## config.mk

```make
export PLATFORM = sky130hd
export DESIGN_NAME = stream_packer_flat
export DESIGN_NICKNAME = d
export VERILOG_FILES = /design/src/rtl/stream_packer_pkg.sv /design/src/rtl/stream_packer_if.sv /design/src/rtl/stream_packer_lane_acc.sv /design/src/rtl/stream_packer.sv /design/src/flat_wrapper.sv
export SDC_FILE = /design/constraint.sdc
export NUM_CORES = 1
export LEC_CHECK = 0
export CAP_MARGIN = 5
export CORE_AREA = 2 2 78 80
export CTS_CLUSTER_SIZE = 40
export DETAILED_ROUTE_END_ITERATION = 6
export DIE_AREA = 0 0 80 82
export MAX_ROUTING_LAYER = met4
export PLACE_DENSITY = 0.78
export SLEW_MARGIN = 20
export SYNTH_ARGS = -nofsm -noshare
export SYNTH_HDL_FRONTEND = slang
export SYNTH_SLANG_ARGS = --single-unit
```

## constraint.sdc

```tcl
create_clock -name clk -period 2 [get_ports clk]
set_input_delay 0.4 -clock clk [delete_from_list [all_inputs] [get_ports clk]]
set_output_delay 0.4 -clock clk [all_outputs]
set_load 0.03 [all_outputs]
```

## src/rtl/stream_packer_pkg.sv

```systemverilog
// stream_packer shared widths.
// Used by the packer, its lane accumulator and its interfaces.
package stream_packer_pkg;

  function automatic int cnt_w(input int ratio);
    return $clog2(ratio + 1);
  endfunction

  function automatic int idx_w(input int ratio);
    return (ratio > 1) ? $clog2(ratio) : 1;
  endfunction

endpackage

```

## src/rtl/stream_packer_if.sv

```systemverilog
// Valid/ready bundles for the packer: narrow beats in, wide words out.
// The narrow side carries a last marker, the wide side a lane count.
interface stream_packer_in_if #(
  parameter int DATAW = 8
) ();
  logic             valid;
  logic             ready;
  logic             last;
  logic [DATAW-1:0] data;

  modport master (output valid, data, last, input ready);
  modport slave  (input valid, data, last, output ready);
endinterface

interface stream_packer_out_if
  import stream_packer_pkg::*;
#(
  parameter int DATAW = 8,
  parameter int RATIO = 4
) ();
  logic                     valid;
  logic                     ready;
  logic [RATIO*DATAW-1:0]   data;
  logic [cnt_w(RATIO)-1:0]  count;

  modport master (output valid, data, count, input ready);
  modport slave  (input valid, data, count, output ready);
endinterface

```

## src/rtl/stream_packer_lane_acc.sv

```systemverilog
// Lane counter and assembly register for stream_packer.
// STREAM_PACKER_FLUSH_EN lets last_in close a partial word.
module stream_packer_lane_acc
  import stream_packer_pkg::*;
#(
  parameter int DATAW = 8,
  parameter int RATIO = 4
) (
  input  logic                    clk,
  input  logic                    reset,
  input  logic                    acc_en,
  input  logic [DATAW-1:0]        data_in,
  input  logic                    last_in,
  output logic                    completing,
  output logic [RATIO*DATAW-1:0]  word,
  output logic [cnt_w(RATIO)-1:0] fill
);

  localparam int IW = idx_w(RATIO);
  localparam int CW = cnt_w(RATIO);

  logic flush_hit;

`ifdef STREAM_PACKER_FLUSH_EN
  assign flush_hit = last_in;
`else
  logic unused_last;
  assign unused_last = last_in;
  assign flush_hit   = 1'b0;
`endif

  if (RATIO == 1) begin : g_pipe
    logic unused_pipe;
    assign unused_pipe = ^{clk, reset, acc_en, flush_hit};
    assign completing  = 1'b1;
    assign word        = data_in;
    assign fill        = CW'(1);
  end else begin : g_acc
    logic [IW-1:0]              cnt_q, cnt_d;
    logic [(RATIO-1)*DATAW-1:0] asm_q, asm_d;

    assign completing = (cnt_q == IW'(RATIO - 1)) || flush_hit;
    assign fill       = CW'(cnt_q) + CW'(1);

    // Lanes above cnt are always zero in asm_q
    always_comb begin
      word = {{DATAW{1'b0}}, asm_q};
      for (int i = 0; i < RATIO; i++) begin
        if (cnt_q == IW'(i)) word[i*DATAW +: DATAW] = data_in;
      end
    end

    always_comb begin
      cnt_d = cnt_q;
      asm_d = asm_q;
      if (acc_en) begin
        if (completing) begin
          cnt_d = '0;
          asm_d = '0;
        end else begin
          cnt_d = cnt_q + IW'(1);
          for (int i = 0; i < RATIO - 1; i++) begin
            if (cnt_q == IW'(i)) asm_d[i*DATAW +: DATAW] = data_in;
          end
        end
      end
    end

    always_ff @(posedge clk or negedge reset) begin
      if (!reset) begin
        cnt_q <= '0;
        asm_q <= '0;
      end else begin
        cnt_q <= cnt_d;
        asm_q <= asm_d;
      end
    end
  end

endmodule

```

## src/rtl/stream_packer.sv

```systemverilog
// Narrow-to-wide stream packer with a registered wide output.
// STREAM_PACKER_FLUSH_EN enables early close of a word on last.
module stream_packer
  import stream_packer_pkg::*;
#(
  parameter int DATAW = 8,
  parameter int RATIO = 4
) (
  input  logic               clk,
  input  logic               reset,
  stream_packer_in_if.slave  in_if,
  stream_packer_out_if.master out_if
);

  localparam int CW = cnt_w(RATIO);
  localparam int WW = RATIO * DATAW;

  logic          completing;
  logic [WW-1:0] word;
  logic [CW-1:0] fill;
  logic          stall;
  logic          acc;

  logic          valid_q, valid_d;
  logic [WW-1:0] data_q,  data_d;
  logic [CW-1:0] count_q, count_d;

  // Only the completing beat waits on a blocked output
  assign stall       = valid_q && !out_if.ready;
  assign in_if.ready = reset && (!stall || !completing);
  assign acc         = in_if.valid && in_if.ready;

  stream_packer_lane_acc #(
    .DATAW (DATAW),
    .RATIO (RATIO)
  ) u_lane_acc (
    .clk        (clk),
    .reset      (reset),
    .acc_en     (acc),
    .data_in    (in_if.data),
    .last_in    (in_if.last),
    .completing (completing),
    .word       (word),
    .fill       (fill)
  );

  always_comb begin
    valid_d = valid_q;
    data_d  = data_q;
    count_d = count_q;
    if (acc && completing) begin
      valid_d = 1'b1;
      data_d  = word;
      count_d = fill;
    end else if (valid_q && out_if.ready) begin
      valid_d = 1'b0;
    end
  end

  always_ff @(posedge clk or negedge reset) begin
    if (!reset) begin
      valid_q <= 1'b0;
      data_q  <= '0;
      count_q <= '0;
    end else begin
      valid_q <= valid_d;
      data_q  <= data_d;
      count_q <= count_d;
    end
  end

  assign out_if.valid = valid_q;
  assign out_if.data  = data_q;
  assign out_if.count = count_q;

endmodule

```

## src/flat_wrapper.sv

```systemverilog
// flat-port wrapper written by rule: the top's interface ports become plain ports
module stream_packer_flat import stream_packer_pkg::*;
#(
  parameter int DATAW = 8,
  parameter int RATIO = 4
)
  (clk, reset, in_if_valid, in_if_data, in_if_last, in_if_ready, out_if_valid, out_if_data, out_if_count, out_if_ready);
  stream_packer_in_if #(.DATAW(DATAW)) in_if_i ();
  stream_packer_out_if #(.DATAW(DATAW), .RATIO(RATIO)) out_if_i ();
  input  logic clk;
  input  logic reset;
  input wire logic [$bits(in_if_i.valid)-1:0] in_if_valid;
  input wire logic [$bits(in_if_i.data)-1:0] in_if_data;
  input wire logic [$bits(in_if_i.last)-1:0] in_if_last;
  output wire logic [$bits(in_if_i.ready)-1:0] in_if_ready;
  output wire logic [$bits(out_if_i.valid)-1:0] out_if_valid;
  output wire logic [$bits(out_if_i.data)-1:0] out_if_data;
  output wire logic [$bits(out_if_i.count)-1:0] out_if_count;
  input wire logic [$bits(out_if_i.ready)-1:0] out_if_ready;
  assign in_if_i.valid = in_if_valid;
  assign in_if_i.data = in_if_data;
  assign in_if_i.last = in_if_last;
  assign in_if_ready = in_if_i.ready;
  assign out_if_valid = out_if_i.valid;
  assign out_if_data = out_if_i.data;
  assign out_if_count = out_if_i.count;
  assign out_if_i.ready = out_if_ready;
  stream_packer #(.DATAW(DATAW), .RATIO(RATIO)) u_core (.clk(clk), .reset(reset), .in_if(in_if_i), .out_if(out_if_i));
endmodule
```

Word level (Yosys, flattened, before mapping)
Index checks and enable logic that the tools add are counted.

word-level totals
  flip-flop bits (word level) = 62
  latch bits = 0
  memory bits (writable) = 0
  memory bits (read-only) = 0
  input bits = 13
  output and inout port bits = 37
  memories = 0

cells by class
  add/subtract/negate cells = 2
  $mul = 0
  divide/modulo/power cells = 0
  magnitude comparators = 0
  eq/ne operators = 3
  shifts and indexed selects = 0
  multiplexer cells = 8
  bitwise operators = 0
  reduce and logical (&&, ||, !) cells = 11

operator list
  kind                 count
  $mux 8               4
  $mux 24              1
  $logic_and 1x1->1    5
  $eq 2x2->1 const B   2
  $add 2x1->3 const B  1
  $logic_not 1->1      3
  $add 2x1->2 const B  1
  $eq 2x1->1 const B   1
  $logic_not 2->1      1
  $mux 1               2
  $mux 2               1
  $reduce_bool 2->1    1
  $logic_or 1x1->1     1

Depth between registers and ports, before layout
  depth in word-level cells = 8
  gate-level depth with buffers = 6

Cells and area by module
Synthesis repeated with hierarchy kept, for this count alone.

unflattened totals
  cell total of the unflattened synthesis = 236
  area total of the unflattened synthesis = 3288.2 sq um

modules (own cells, without submodules)
  module                  instances  cells each  area each (sq um)  sequential area each (sq um)
  stream_packer_lane_acc  1          156         1755.4             650.6
  stream_packer           1          80          1532.7             900.9

Worst setup path before layout
Ideal clock, no wire load.

  path kind = register -> output
  from = register u_core.u_lane_acc.g_acc.cnt_q[0]
  to = output port in_if_ready
  arrival time = 1.525 ns
  required time = 1.600 ns
  setup slack = 0.075 ns
  cell stages (with the launch flop) = 4
  path buffers = 1
  cell sequence = dfrtp_1 -> ha_1 -> buf_2 -> a21boi_0

between the ends
  cells in the longest elaborated chain, start to end = 4

ends and longest elaborated chain
  what                      line                          source
  start: declaration        stream_packer_lane_acc.sv:39  logic [IW-1:0] cnt_q, cnt_d;
  start signal: assignment  stream_packer_lane_acc.sv:74  cnt_q <= cnt_d;
  $eq 2x2->1                stream_packer_lane_acc.sv:42  assign completing = (cnt_q == IW'(RATIO - 1)) || flush_hit;
  $logic_not 1->1           stream_packer.sv:30           assign in_if.ready = reset && (!stall || !completing);
  $logic_or 1x1->1          stream_packer.sv:30
  $logic_and 1x1->1         stream_packer.sv:30
  end: declaration          flat_wrapper.sv:15            output wire logic [$bits(in_if_i.ready)-1:0] in_if_ready;

No other way between the ends.

Final worst setup path
Same ends and word-level chain as after synthesis.

==> impl_metrics.py <==
metrics = {
    "sta": {
        "fmax_mhz": 535,
        "period_needed_ns": 1.87,
        "hold_viol": 0,
        "fin_tns_setup_ns": 0,
        "relSlewSlack": 0.739,
        "timing.final.crit_share": 0.934,
        "worst_slew_pin_slew_ns": 0.390,
        "fin_skew_ns": 0.00538,
        "maxSlewViolCount": 0,
        "rsz0062_at_grt": "false",
        "setup-violations-final": 0,
    },
    "final_layout": {
        "fin_nets": 303,
        "final_layout_size_suffix_gt1_frac": 0.241,
        "antenna-diode-count": 0,
        "synthToLayoutAreaGrowth_pct": 28.6,
        "utilization": 0.666,
    },
    "cts": {
        "root_buffer": "clkbuf_8",
        "clk_pin_slew_ns": 0.07,
        "clk_latency_ns": 0.35,
        "cts_tree": "yes",
        "clk_path_buf_depth": 2,
        "post_cts_buffers": 0,
        "htreeDepth": 3,
        "cts_buffers": 9,
        "clock_sinks": 62,
    },
    "synth": {
        "yosysMostFrequentCell": "dfrtp_1",
        "synth_edf_count": 0,
        "synthXorXnorAreaFrac": 0,
        "seq_area_frac_synth": 0.521,
        "syn-num-nets": 245,
        "avgSynthCellArea_um2": 13.1,
        "synthTopCellsByArea": "dfrtp_1, mux2_4, o2bb2ai_1, a21o_1, nor2b_1",
        "synth-async-reset-ratio": 1.00,
        "ys_ff_latch": 62,
        "synth_ff_type": "dfrtp_1",
        "yosysWarnings": 0,
        "synth_top_area_frac": 0.521,
        "synth_top_family_by_area": "compound AO/OA/AOI/OAI gates",
        "synth-compound-area-share": 0.178,
        "yosysTopAreaCell": "dfrtp_1",
        "syn_inst": 228,
        "synth.area.mux_share": 0.173,
        "yosysUniqueCellTypes": 22,
        "netlist_area_um2": 2980,
        "synth-simple-area-share": 0.0744,
        "synth_commonest_cells": "dfrtp_1, mux2_4, a21o_1, nor2b_1",
        "synthAdderAreaFrac": 0.0168,
    },
    "power": {
        "p_sw_frac": 0.374,
        "p_leak_nw": 1.77,
        "irDropWorstVdd_uv": 1140,
        "p_int_mw": 4.47,
        "p_clk_frac": 0.187,
        "p_seq_frac": 0.309,
        "powerDensity_nw_per_um2": 1860,
        "combinationalPowerShare": 0.504,
        "power.switching_mw": 2.67,
    },
    "drt": {
        "wire_per_inst_um": 17.8,
        "ant_nets": 0,
        "dr.pass1.iters": 4,
        "drc_errors": 0,
        "avgViaCountPerCell": 5.58,
        "drt_iter0_drc": 97,
        "via_count": 2043,
        "routed_wl_um": 6530,
    },
    "grt": {
        "antenna_found_initial": 0,
        "grtUsageTotal": 0.222,
        "grt_overflow": 0,
        "grt_max_degree": 24,
        "grt_pass1_wl_um": 10400,
        "grt_pass1_vias": 2051,
    },
    "critical_path": {
        "required_ns": 1.60,
        "endpoint_kind": "primary output",
        "critPathLaunchType": "register",
        "critPathMaxFanout": 5,
        "arrival_ns": 1.47,
        "crit_type": "register to primary output",
    },
    "run": {
        "cap_violations": 0,
    },
    "hold_path": {
        "holdCritPathClass": "input port to async pin",
    },
    "die": {
        "core_um2": 5750,
        "initial_core_util": 0.518,
        "dieHeight_um": 82,
        "rows": 28,
        "die_w_um": 80,
        "die-area_um2": 6560,
        "num_io_pins": 50,
    },
    "placement": {
        "port_buffers": 48,
        "hpwlAfterDp_um": 4340,
        "gp_congestion": 0.796,
    },
    "outcome": {
        "status": "finished, final reports clean",
    },
}
[timing repair]
item                                   in CTS  in global routing
setup endpoints to repair                   0                  7
hold buffers                                1                  0
gates resized for setup                     0                  1
endpoints found under the hold margin       4                  0
[power by group through the flow]
stage / logic, mW / registers, mW / clock network [mW]
after detailed placement: 3.57 / 2.21 / 0
after CTS: 3.61 / 2.20 / 1.34
after floorplan: 1.68 / 2.87 / 0
after global placement: 3.47 / 2.18 / 0
after global routing: 3.85 / 2.26 / 1.41
final: 3.60 / 2.21 / 1.33
[area by class of cell]
cell class | count | area (µm²)
Inverter | 3 | 11.3
Fill cell | 452 | 1920
Timing Repair Buffer | 62 | 618
Sequential cell | 62 | 1550
Clock buffer | 9 | 124
Clock inverter | 7 | 113
Tap cell | 75 | 93.8
Multi-Input combinational cell | 148 | 1320
[registers in the layout, summed over array words and instances (netlist names)]
name	cells
u_core.out_if.count	3
u_core.out_if.data	32
u_core.out_if.valid	1
u_core.u_lane_acc.g_acc.asm_q	24
u_core.u_lane_acc.g_acc.cnt_q	2
[critical path: stages (launching register included)]
cell      delay [ns]
dfrtp_1         0.43
ha_1            0.31
a21boi_0        0.19
buf_4           0.19
[kinds of logic (layout without fill, tap and decap cells)]
logic type	count (synthesis)	in the layout
compound gates	74	74
fa+ha+maj	4	4
buf+inv	18	81
flops	62	62
mux	36	36
simple gates	34	34
[per-stage QoR]
stage                     power (mW)  cells  setup WS (ns)  hold WS [ns]  cell area [µm²]
after global routing            7.52    366         0.0218         0.202             3830
after CTS                       7.15    366          0.121         0.166             3830
after global placement          5.65    349          0.176         0.290             3580
after floorplan                 4.55    228         0.0747         0.104             2980
final                           7.13    366          0.131         0.176             3830
after detailed placement        5.78    349          0.139         0.292             3580
[routing by layer]
layer  routed length (µm)  track usage
met1                 2920        0.295
met2                 3070        0.320
met3                  416       0.0648
met4                  125       0.0932
met5                    0            -
[worst paths after layout]
check | start | to | slack [ns] | cells after the start
max in group asynchronous | reset | u_core.u_lane_acc.g_acc.cnt_q[1] | 1.17 | 2
worst max-delay path | u_core.u_lane_acc.g_acc.cnt_q[0] | in_if_ready | 0.13 | 3
worst min register to register | u_core.out_if.count[2] | u_core.out_if.count[2] | 0.48 | 1
worst max register to register | u_core.u_lane_acc.g_acc.cnt_q[0] | u_core.u_lane_acc.g_acc.asm_q[17] | 0.26 | 5
worst min-delay path | reset | u_core.u_lane_acc.g_acc.asm_q[1] | 0.18 | 2
min in group clk | u_core.out_if.count[2] | u_core.out_if.count[2] | 0.48 | 1
[cells in the final DEF (no fill, tap or decap), types with 7 or more instances in the layout]
| master | netlist | final |
|---|---|---|
| mux2_2 | 7 | 7 |
| o2bb2ai_1 | 23 | 23 |
| buf_4 | 3 | 11 |
| a21oi_1 | 23 | 23 |
| mux2_4 | 29 | 29 |
| clkbuf_8 | 0 | 9 |
| nor2b_1 | 24 | 24 |
| clkdlybuf4s50_1 | 0 | 46 |
| dfrtp_1 | 62 | 62 |
| a21o_1 | 26 | 26 |
No activity file was read; power rests on OpenSTA's default activity.
